==> src/rtl/acc_temporal_feeder_pkg.sv <==
// Shared types and constants for the temporal accumulator feeder.
// Holds the state encoding and the fp16 neutral element.
package acc_temporal_feeder_pkg;

  localparam int DEF_LANES = 16;
  localparam int DEF_DW    = 16;
  localparam int VEC_W     = DEF_LANES * DEF_DW;

  localparam logic [15:0] FP16_POS_ZERO = 16'h0000;

  typedef enum logic [1:0] {
    IDLE     = 2'd0,
    STREAM   = 2'd1,
    WAIT_RES = 2'd2
  } state_t;

endpackage

==> src/rtl/acc_beat_counter.sv <==
// Clearable up-counter with a full-width terminal flag.
// term is high when the next increment reaches limit.
module acc_beat_counter #(
  parameter int W = 8
) (
  input  logic         clk,
  input  logic         rst_n,
  input  logic         clr,
  input  logic         inc,
  input  logic [W-1:0] limit,
  output logic         term
);

  logic [W-1:0] cnt;

  // count accepted events; clear wins over increment
  always_ff @(posedge clk or negedge rst_n) begin
    if (!rst_n) begin
      cnt <= '0;
    end else if (clr) begin
      cnt <= '0;
    end else if (inc) begin
      cnt <= cnt + 1'b1;
    end
  end

  // extra bit so limit = all-ones never wraps
  assign term = ({1'b0, cnt} + {{W{1'b0}}, 1'b1})
             == {1'b0, limit};

endmodule

==> src/rtl/acc_temporal_feeder.sv <==
// Streams upstream fp16 vectors into the accumulator in groups.
// Zero-drives the data bus whenever no beat is presented.
module acc_temporal_feeder
  import acc_temporal_feeder_pkg::*;
#(
  parameter int LANES = DEF_LANES,
  parameter int DW    = DEF_DW,
  parameter int LEN_W = 8,
  parameter int GRP_W = 8
) (
  input  logic                clk,
  input  logic                rst_n,
  input  logic                cfg_start,
  input  logic [LEN_W-1:0]    cfg_len,
  input  logic [GRP_W-1:0]    cfg_groups,
  input  logic                s_valid,
  output logic                s_ready,
  input  logic [LANES*DW-1:0] s_vector,
  output logic                acc_in_valid,
  output logic [LANES*DW-1:0] acc_in_vector,
  output logic                acc_in_accum_done,
  input  logic                acc_out_valid,
  output logic                busy,
  output logic                done,
  output logic                cfg_err
);

  localparam int VW =
    (LANES == DEF_LANES && DW == DEF_DW)
      ? VEC_W : LANES * DW;

  localparam logic [VW-1:0] ZERO_VEC =
    {LANES{DW'(FP16_POS_ZERO)}};

  state_t           state;
  logic [LEN_W-1:0] len_q;
  logic [GRP_W-1:0] grp_q;
  logic             aov_q;
  logic             accept;
  logic             start_ok;
  logic             res_hit;
  logic             beat_term;
  logic             grp_term;

  assign s_ready  = (state == STREAM);
  assign accept   = s_ready & s_valid;
  assign start_ok = (state == IDLE) & cfg_start
                  & (cfg_len != '0)
                  & (cfg_groups != '0);
  assign res_hit  = (state == WAIT_RES)
                  & acc_out_valid & ~aov_q;

  acc_beat_counter #(
    .W (LEN_W)
  ) u_beat (
    .clk   (clk),
    .rst_n (rst_n),
    .clr   (start_ok | (accept & beat_term)),
    .inc   (accept),
    .limit (len_q),
    .term  (beat_term)
  );

  acc_beat_counter #(
    .W (GRP_W)
  ) u_grp (
    .clk   (clk),
    .rst_n (rst_n),
    .clr   (start_ok),
    .inc   (res_hit),
    .limit (grp_q),
    .term  (grp_term)
  );

  // previous result-valid, for rising-edge detection
  always_ff @(posedge clk or negedge rst_n) begin
    if (!rst_n) begin
      aov_q <= 1'b0;
    end else begin
      aov_q <= acc_out_valid;
    end
  end

  // sequencer FSM with registered outputs
  always_ff @(posedge clk or negedge rst_n) begin
    if (!rst_n) begin
      state             <= IDLE;
      len_q             <= '0;
      grp_q             <= '0;
      acc_in_valid      <= 1'b0;
      acc_in_vector     <= ZERO_VEC;
      acc_in_accum_done <= 1'b0;
      busy              <= 1'b0;
      done              <= 1'b0;
      cfg_err           <= 1'b0;
    end else begin
      acc_in_valid      <= 1'b0;
      acc_in_vector     <= ZERO_VEC;
      acc_in_accum_done <= 1'b0;
      done              <= 1'b0;
      cfg_err           <= 1'b0;
      unique case (1'b1)
        (state == IDLE): begin
          if (start_ok) begin
            len_q <= cfg_len;
            grp_q <= cfg_groups;
            busy  <= 1'b1;
            state <= STREAM;
          end else if (cfg_start) begin
            cfg_err <= 1'b1;
          end
        end
        (state == STREAM): begin
          if (accept) begin
            acc_in_valid  <= 1'b1;
            acc_in_vector <= s_vector;
            if (beat_term) begin
              acc_in_accum_done <= 1'b1;
              state             <= WAIT_RES;
            end
          end
        end
        (state == WAIT_RES): begin
          if (res_hit) begin
            if (grp_term) begin
              done  <= 1'b1;
              busy  <= 1'b0;
              state <= IDLE;
            end else begin
              state <= STREAM;
            end
          end
        end
        default: begin
          state <= IDLE;
        end
      endcase
    end
  end

endmodule

==> config.mk <==
export PLATFORM = sky130hd
export DESIGN_NAME = acc_temporal_feeder
export DESIGN_NICKNAME = d
export VERILOG_FILES = /design/src/rtl/acc_temporal_feeder_pkg.sv /design/src/rtl/acc_beat_counter.sv /design/src/rtl/acc_temporal_feeder.sv
export SDC_FILE = /design/constraint.sdc
export NUM_CORES = 1
export LEC_CHECK = 0
export CAP_MARGIN = 40
export CORE_AREA = 2 2 211 213
export CTS_CLUSTER_DIAMETER = 150
export DETAILED_ROUTE_END_ITERATION = 10
export DIE_AREA = 0 0 213 215
export MAX_ROUTING_LAYER = met4
export PLACE_DENSITY_LB_ADDON = 0.25
export SLEW_MARGIN = 40
export SYNTH_ARGS = -nofsm -noshare
export SYNTH_HDL_FRONTEND = slang
export SYNTH_SLANG_ARGS = --single-unit
==> constraint.sdc <==
create_clock -name clk -period 4.7 [get_ports clk]
set_clock_uncertainty 0.2 [all_clocks]
set_input_delay 0.94 -clock clk [delete_from_list [all_inputs] [get_ports clk]]
set_output_delay 0.94 -clock clk [all_outputs]
set_load 0.01 [all_outputs]
==> results of run 1 <==
-- sequential cells by signal, summed over array words and instances (netlist names), 2 cells and up --
signal	count
len_q	8
u_beat.cnt	8
grp_q	8
state	2
acc_in_vector	256
u_grp.cnt	8
-- kinds of logic after synthesis --
group           synth area share, %
simple gates                  19.27
flops                         72.04
buf+inv                       2.434
xor+xnor                      2.981
mux                           1.947
compound gates                1.083
fa+ha+maj                    0.2433
-- area by class of cell --
type | instances | area share (%)
Sequential cell | 296 | 42.19
Antenna cell | 1 | 0.01425
Timing Repair Buffer | 547 | 31.66
Clock buffer | 54 | 6.036
Multi-Input combinational cell | 401 | 15.06
Clock inverter | 10 | 0.7412
Inverter | 4 | 0.08552
Tap cell | 592 | 4.219
-- layer usage --
metal / vias to the layer above / wire, um / global-route usage (%)
met1: 3852 / 13140 / 16.56
met2: 347 / 16620 / 24.34
met3: 60 / 3722 / 6.284
met5: - / 0 / -
met4: 0 / 791 / 4.545
li1: 3667 / - / -
-- synth_stat cells (2+ instances only) --
master,number
a21o_1,2
a21oi_1,4
and3_1,258
buf_2,2
clkbuf_1,60
dfrtp_1,296
ha_1,2
inv_1,4
mux2_2,16
mux2i_1,2
nand2_1,12
nand2b_1,2
nand3_1,9
nor2_1,19
nor2b_1,3
nor3_1,14
nor3b_1,2
nor4_1,5
xnor2_1,27
xor2_1,8
-- final timing paths --
| check | start | endpoint | depth (start not counted) |
|---|---|---|---|
| worst max-delay path | state[0]$_DFFE_PN0P_ | s_ready | 2 |
| worst min-delay path | rst_n | acc_in_vector[16]$_DFF_PN0_ | 1 |
| worst max register to register | u_beat.cnt[0]$_DFFE_PN0P_ | u_beat.cnt[6]$_DFFE_PN0P_ | 6 |
| worst min register to register | len_q[4]$_DFFE_PN0P_ | len_q[4]$_DFFE_PN0P_ | 1 |
| max in group asynchronous | rst_n | u_grp.cnt[6]$_DFFE_PN0P_ | 3 |
| min in group clk | len_q[4]$_DFFE_PN0P_ | len_q[4]$_DFFE_PN0P_ | 1 |
-- worst max-delay path: stages (launching register included) --
cell             delay (ps)
dfrtp_1                 410
nor2b_4                 230
clkdlybuf4s50_1         580
-- per-stage QoR --
step / hold slack (ps) / instance area (sq um)
5_1_grt: 106.2 / 17560
3_3_place_gp: 325.7 / 16300
3_5_place_dp: 321.2 / 16360
6_report: 111.2 / 17560
4_1_cts: 95.40 / 17550
2_1_floorplan: 286.3 / 10280
-- cell usage in the layout (no fill, tap or decap), drive strengths merged, types with 3 or more instances in the layout --
| cell type | instances |
|---|---|
| a21oi | 4 |
| and3 | 258 |
| buf | 11 |
| bufinv | 3 |
| clkbuf | 54 |
| clkdlybuf4s50 | 536 |
| clkinv | 5 |
| dfrtp | 296 |
| inv | 4 |
| mux2 | 16 |
| nand2 | 12 |
| nand3 | 9 |
| nor2 | 19 |
| nor2b | 3 |
| nor3 | 14 |
| nor4 | 5 |
| xnor2 | 27 |
| xor2 | 8 |
-- power breakdown --
| part | total [mW] | internal, mW | switching, mW |
|---|---|---|---|
| Clock | 2.80 | 1.72 | 1.08 |
| Combinational | 2.12 | 1.16 | 0.966 |
| Sequential | 3.15 | 2.96 | 0.187 |
==> results.cfg, run 1 <==
[drt]
avgViaCountPerCell = 4.161
dr.pass1.iters = 4
wirelength_um = 34270
first_iter_violations = 410
drtAntennaViolNets = 0
wl_per_cell_um = 17.99
drc = 0
dr_total_vias = 7926

[floorplan]
ioPinCount = 539
start_util_pct = 23.56
die_area_sq_um = 45800
coreArea_sq_um = 43640
std_cell_rows = 77
die_y_um = 215
die_w_um = 213

[synthesis]
yosysTopAreaCellShare_pct = 72.04
synth_cells = 763
yosysUniqueCellTypes = 36
synth_top_cell_by_area = dfrtp_1
synthesis.area_sq_um = 10280
ys_ff_latch = 296
avgSynthCellArea_sq_um = 13.48
synth_edf_count = 0
synth_area_leaders = dfrtp_1 (72%), and3_1 (16%), xnor2_1 (2.3%), clkbuf_1 (2.2%), mux2_2 (1.8%)
synth-main-ff-cell = dfrtp_1
synth_nets = 1042
synthArstFlopShare_pct = 100.0
ys_warn_count = 0
ys_seq_area_share_pct = 72.04

[global_routing]
grt_first_pass_wirelength_um = 50690
grtUsageTotal_pct = 14.94
grt_max_degree = 170
grt_pass1_vias = 8156
antenna_found_initial = 1
overflow = 0

[cells_and_area]
nFillCells = 4148
final_util_pct = 40.23
multi_input_area_sq_um = 2644
final_cells = 1905
seqCellArea_sq_um = 7407
nNetsFinal = 1565
area_growth_pct = 70.75
drive_gt1_share_pct = 6.479

[worst_setup_path]
rrSetupSlack_ps = 2020
critPathMaxFanout = 5
cp_data_arrival_time_ps = 1750
crit_path_end_kind = output port
crit_required_ps = 3560
worstSetupPathType = reg -> out
start_kind = register

[clock_tree]
cts_tree = yes
postCtsResizedCells = 0
post_cts_buffers = 0
htreeDepth = 2
hold_buffers = 0
cts_buffer_depth = 3
clockRootBuffer = clkbuf_16
cts.sinks = 296
cts_buffers = 36
cts.clk_slew.worst_paths_ps = 60
clk_latency_ps = 530

[placement]
port_buffers = 538
dp_cells = 1840
pre_cts_slack_ps = 1426
hpwl_um = 24050
place.gp.congestion = 0.8170

[pwr]
powerDensity_nw_per_um2 = 459.6
power_leakage_nw = 8.225
total_power_mw = 8.069
ir_drop_mv = 0.3013

[timing]
rsz0062_at_grt = false
final-hold-violation-count = 0
tightest_slew_ps = 807.7
setup_ws_ps = 1810
final_max_slew_viol_count = 0
finalSetupViolCount = 0
fin_crit_sh_pct = 61.50
max_slew_margin_pct = 46.16
fin_tns_setup_ps = 0
fin_crit_ps = 2891
fmax_ghz = 0.3460

[hold_path]
hold_class = in -> async

[outcome]
outcome = completed

[run]
cap_viol_max_count = 0
Note: power is estimated with default switching activity, not from simulation.
==> inputs of run 2 (changes only) <==
Clock period 4.7 ns to 2.65 ns, I/O delays scaled along.
==> results.cfg, run 2 (synthesized netlist as in run 1, its figures left out) <==
[drt]
avgViaCountPerCell = 4.150
first_iter_violations = 485
drtAntennaViolNets = 0
dr.pass1.iters = 4
dr_total_vias = 7931
drc = 0
wirelength_um = 34450
wl_per_cell_um = 18.03

[worst_setup_path]
worstSetupPathType = reg -> out
crit_path_end_kind = output port
cp_data_arrival_time_ps = 1720
start_kind = register
crit_required_ps = 1920
reg2reg_from = u_beat.cnt[0]$_DFFE_PN0P_
cp_slowest_cell = clkdlybuf4s50_1
max_stage_delay_ps = 590
regToRegEndpoint = state[0]$_DFFE_PN0P_
r2r_cells = 6
cp_num_buf_inv = 1
critPathTopFamily = buffers and inverters
crit_path_cell_trace = nor2b_4, clkdlybuf4s50_1
rrSetupSlack_ps = 220
critPathMaxFanout = 5

[timing]
max_slew_margin_pct = 55.71
setup_ws_ps = 201.8
fin_crit_sh_pct = 92.38
fin_tns_setup_ps = 0
rsz0062_at_grt = false
tightest_slew_ps = 664.3
fin_crit_ps = 2448
final-hold-violation-count = 0
final_max_slew_viol_count = 0
finalSetupViolCount = 0
fmax_ghz = 0.4085
hold_slack_ps = 184.7

[placement]
post_dp_cell_area_sq_um = 16410
hpwl_um = 24300
place.gp.congestion = 0.8381
port_buffers = 538
pre_cts_slack_ps = 73.94
dp_cells = 1847

[cells_and_area]
final_util_pct = 40.20
area_growth_pct = 70.64
final_cells = 1911
nNetsFinal = 1575
final_cell_mix = clkdlybuf4s50_1 (536), dfrtp_1 (296), and3_1 (258), clkbuf_16 (37), xnor2_1 (27)
stdcell_area_sq_um = 17550
final_common_cell = clkdlybuf4s50_1
largest_register_ffs = 256
top_register = acc_in_vector
drive_gt1_share_pct = 6.910

[global_routing]
antenna_found_initial = 1
overflow = 0
grtUsageTotal_pct = 15.08
grt_pass1_vias = 8356
grt_max_degree = 157
grt_first_pass_wirelength_um = 51220

[clock_tree]
clk_latency_ps = 520
cts_buffers = 36
cts_tree = yes
cts.sinks = 296
htreeDepth = 2
cts_buffer_depth = 3
cts.clk_slew.worst_paths_ps = 50
clockRootBuffer = clkbuf_16

[run]
cap_viol_max_count = 0

[hold_path]
worstHoldStart = s_valid
hold_class = in -> reg
holdPathEnd = acc_in_vector[11]$_DFF_PN0_
hold_depth = 2

[pwr]
ir_drop_mv = 0.6642
total_power_mw = 14.02
powerDensity_nw_per_um2 = 799.0
power_leakage_nw = 8.237

[outcome]
outcome = completed

[floorplan]
die_w_um = 213
die_area_sq_um = 45800
coreArea_sq_um = 43640
start_util_pct = 23.56
std_cell_rows = 77
ioPinCount = 539
die_y_um = 215
==> run 2: layout make-up <==
class	instances	area, sq um
Sequential cell	296	7407
Inverter	4	15.01
Fill cell	4166	26100
Antenna cell	2	5.005
Multi-Input combinational cell	401	2636
Tap cell	592	740.7
Timing Repair Buffer	557	5633
Clock inverter	5	28.78
Clock buffer	54	1080
==> run 2: per-layer routing <==
metal | vias to the layer above | GRT usage (%) | wire (um)
met5 | - | - | 0
met4 | 0 | 4.755 | 821
met3 | 59 | 6.050 | 3820
met2 | 329 | 24.55 | 16720
met1 | 3861 | 16.85 | 13080
li1 | 3682 | - | -
==> run 2: worst max-delay path by stage <==
stage                               from                         to  slack [ps]  cells past startpoint
2_1_floorplan  u_beat.cnt[0]$_DFFE_PN0P_  u_beat.cnt[2]$_DFFE_PN0P_         340                      6
3_3_place_gp               cfg_groups[5]       len_q[1]$_DFFE_PN0P_         120                      7
3_5_place_dp   u_beat.cnt[0]$_DFFE_PN0P_  u_beat.cnt[3]$_DFFE_PN0P_          70                      6
4_1_cts             state[0]$_DFFE_PN0P_                    s_ready          30                      2
5_1_grt        u_beat.cnt[0]$_DFFE_PN0P_       state[0]$_DFFE_PN0P_          30                      6
6_report            state[0]$_DFFE_PN0P_                    s_ready         200                      2
==> run 2: report_power, final <==
group          switching [mW]  total (mW)  internal [mW]
clock network            1.85        4.64           2.79
registers               0.330        5.58           5.25
logic                    1.72        3.80           2.08
total                    3.90        14.0           10.1
==> run 2: repair_timing <==
item,CTS,global route
hold endpoints to repair,45,0
hold buffers,1,0
gates resized for setup,0,0
setup buffers,0,2
setup endpoints to repair,0,9
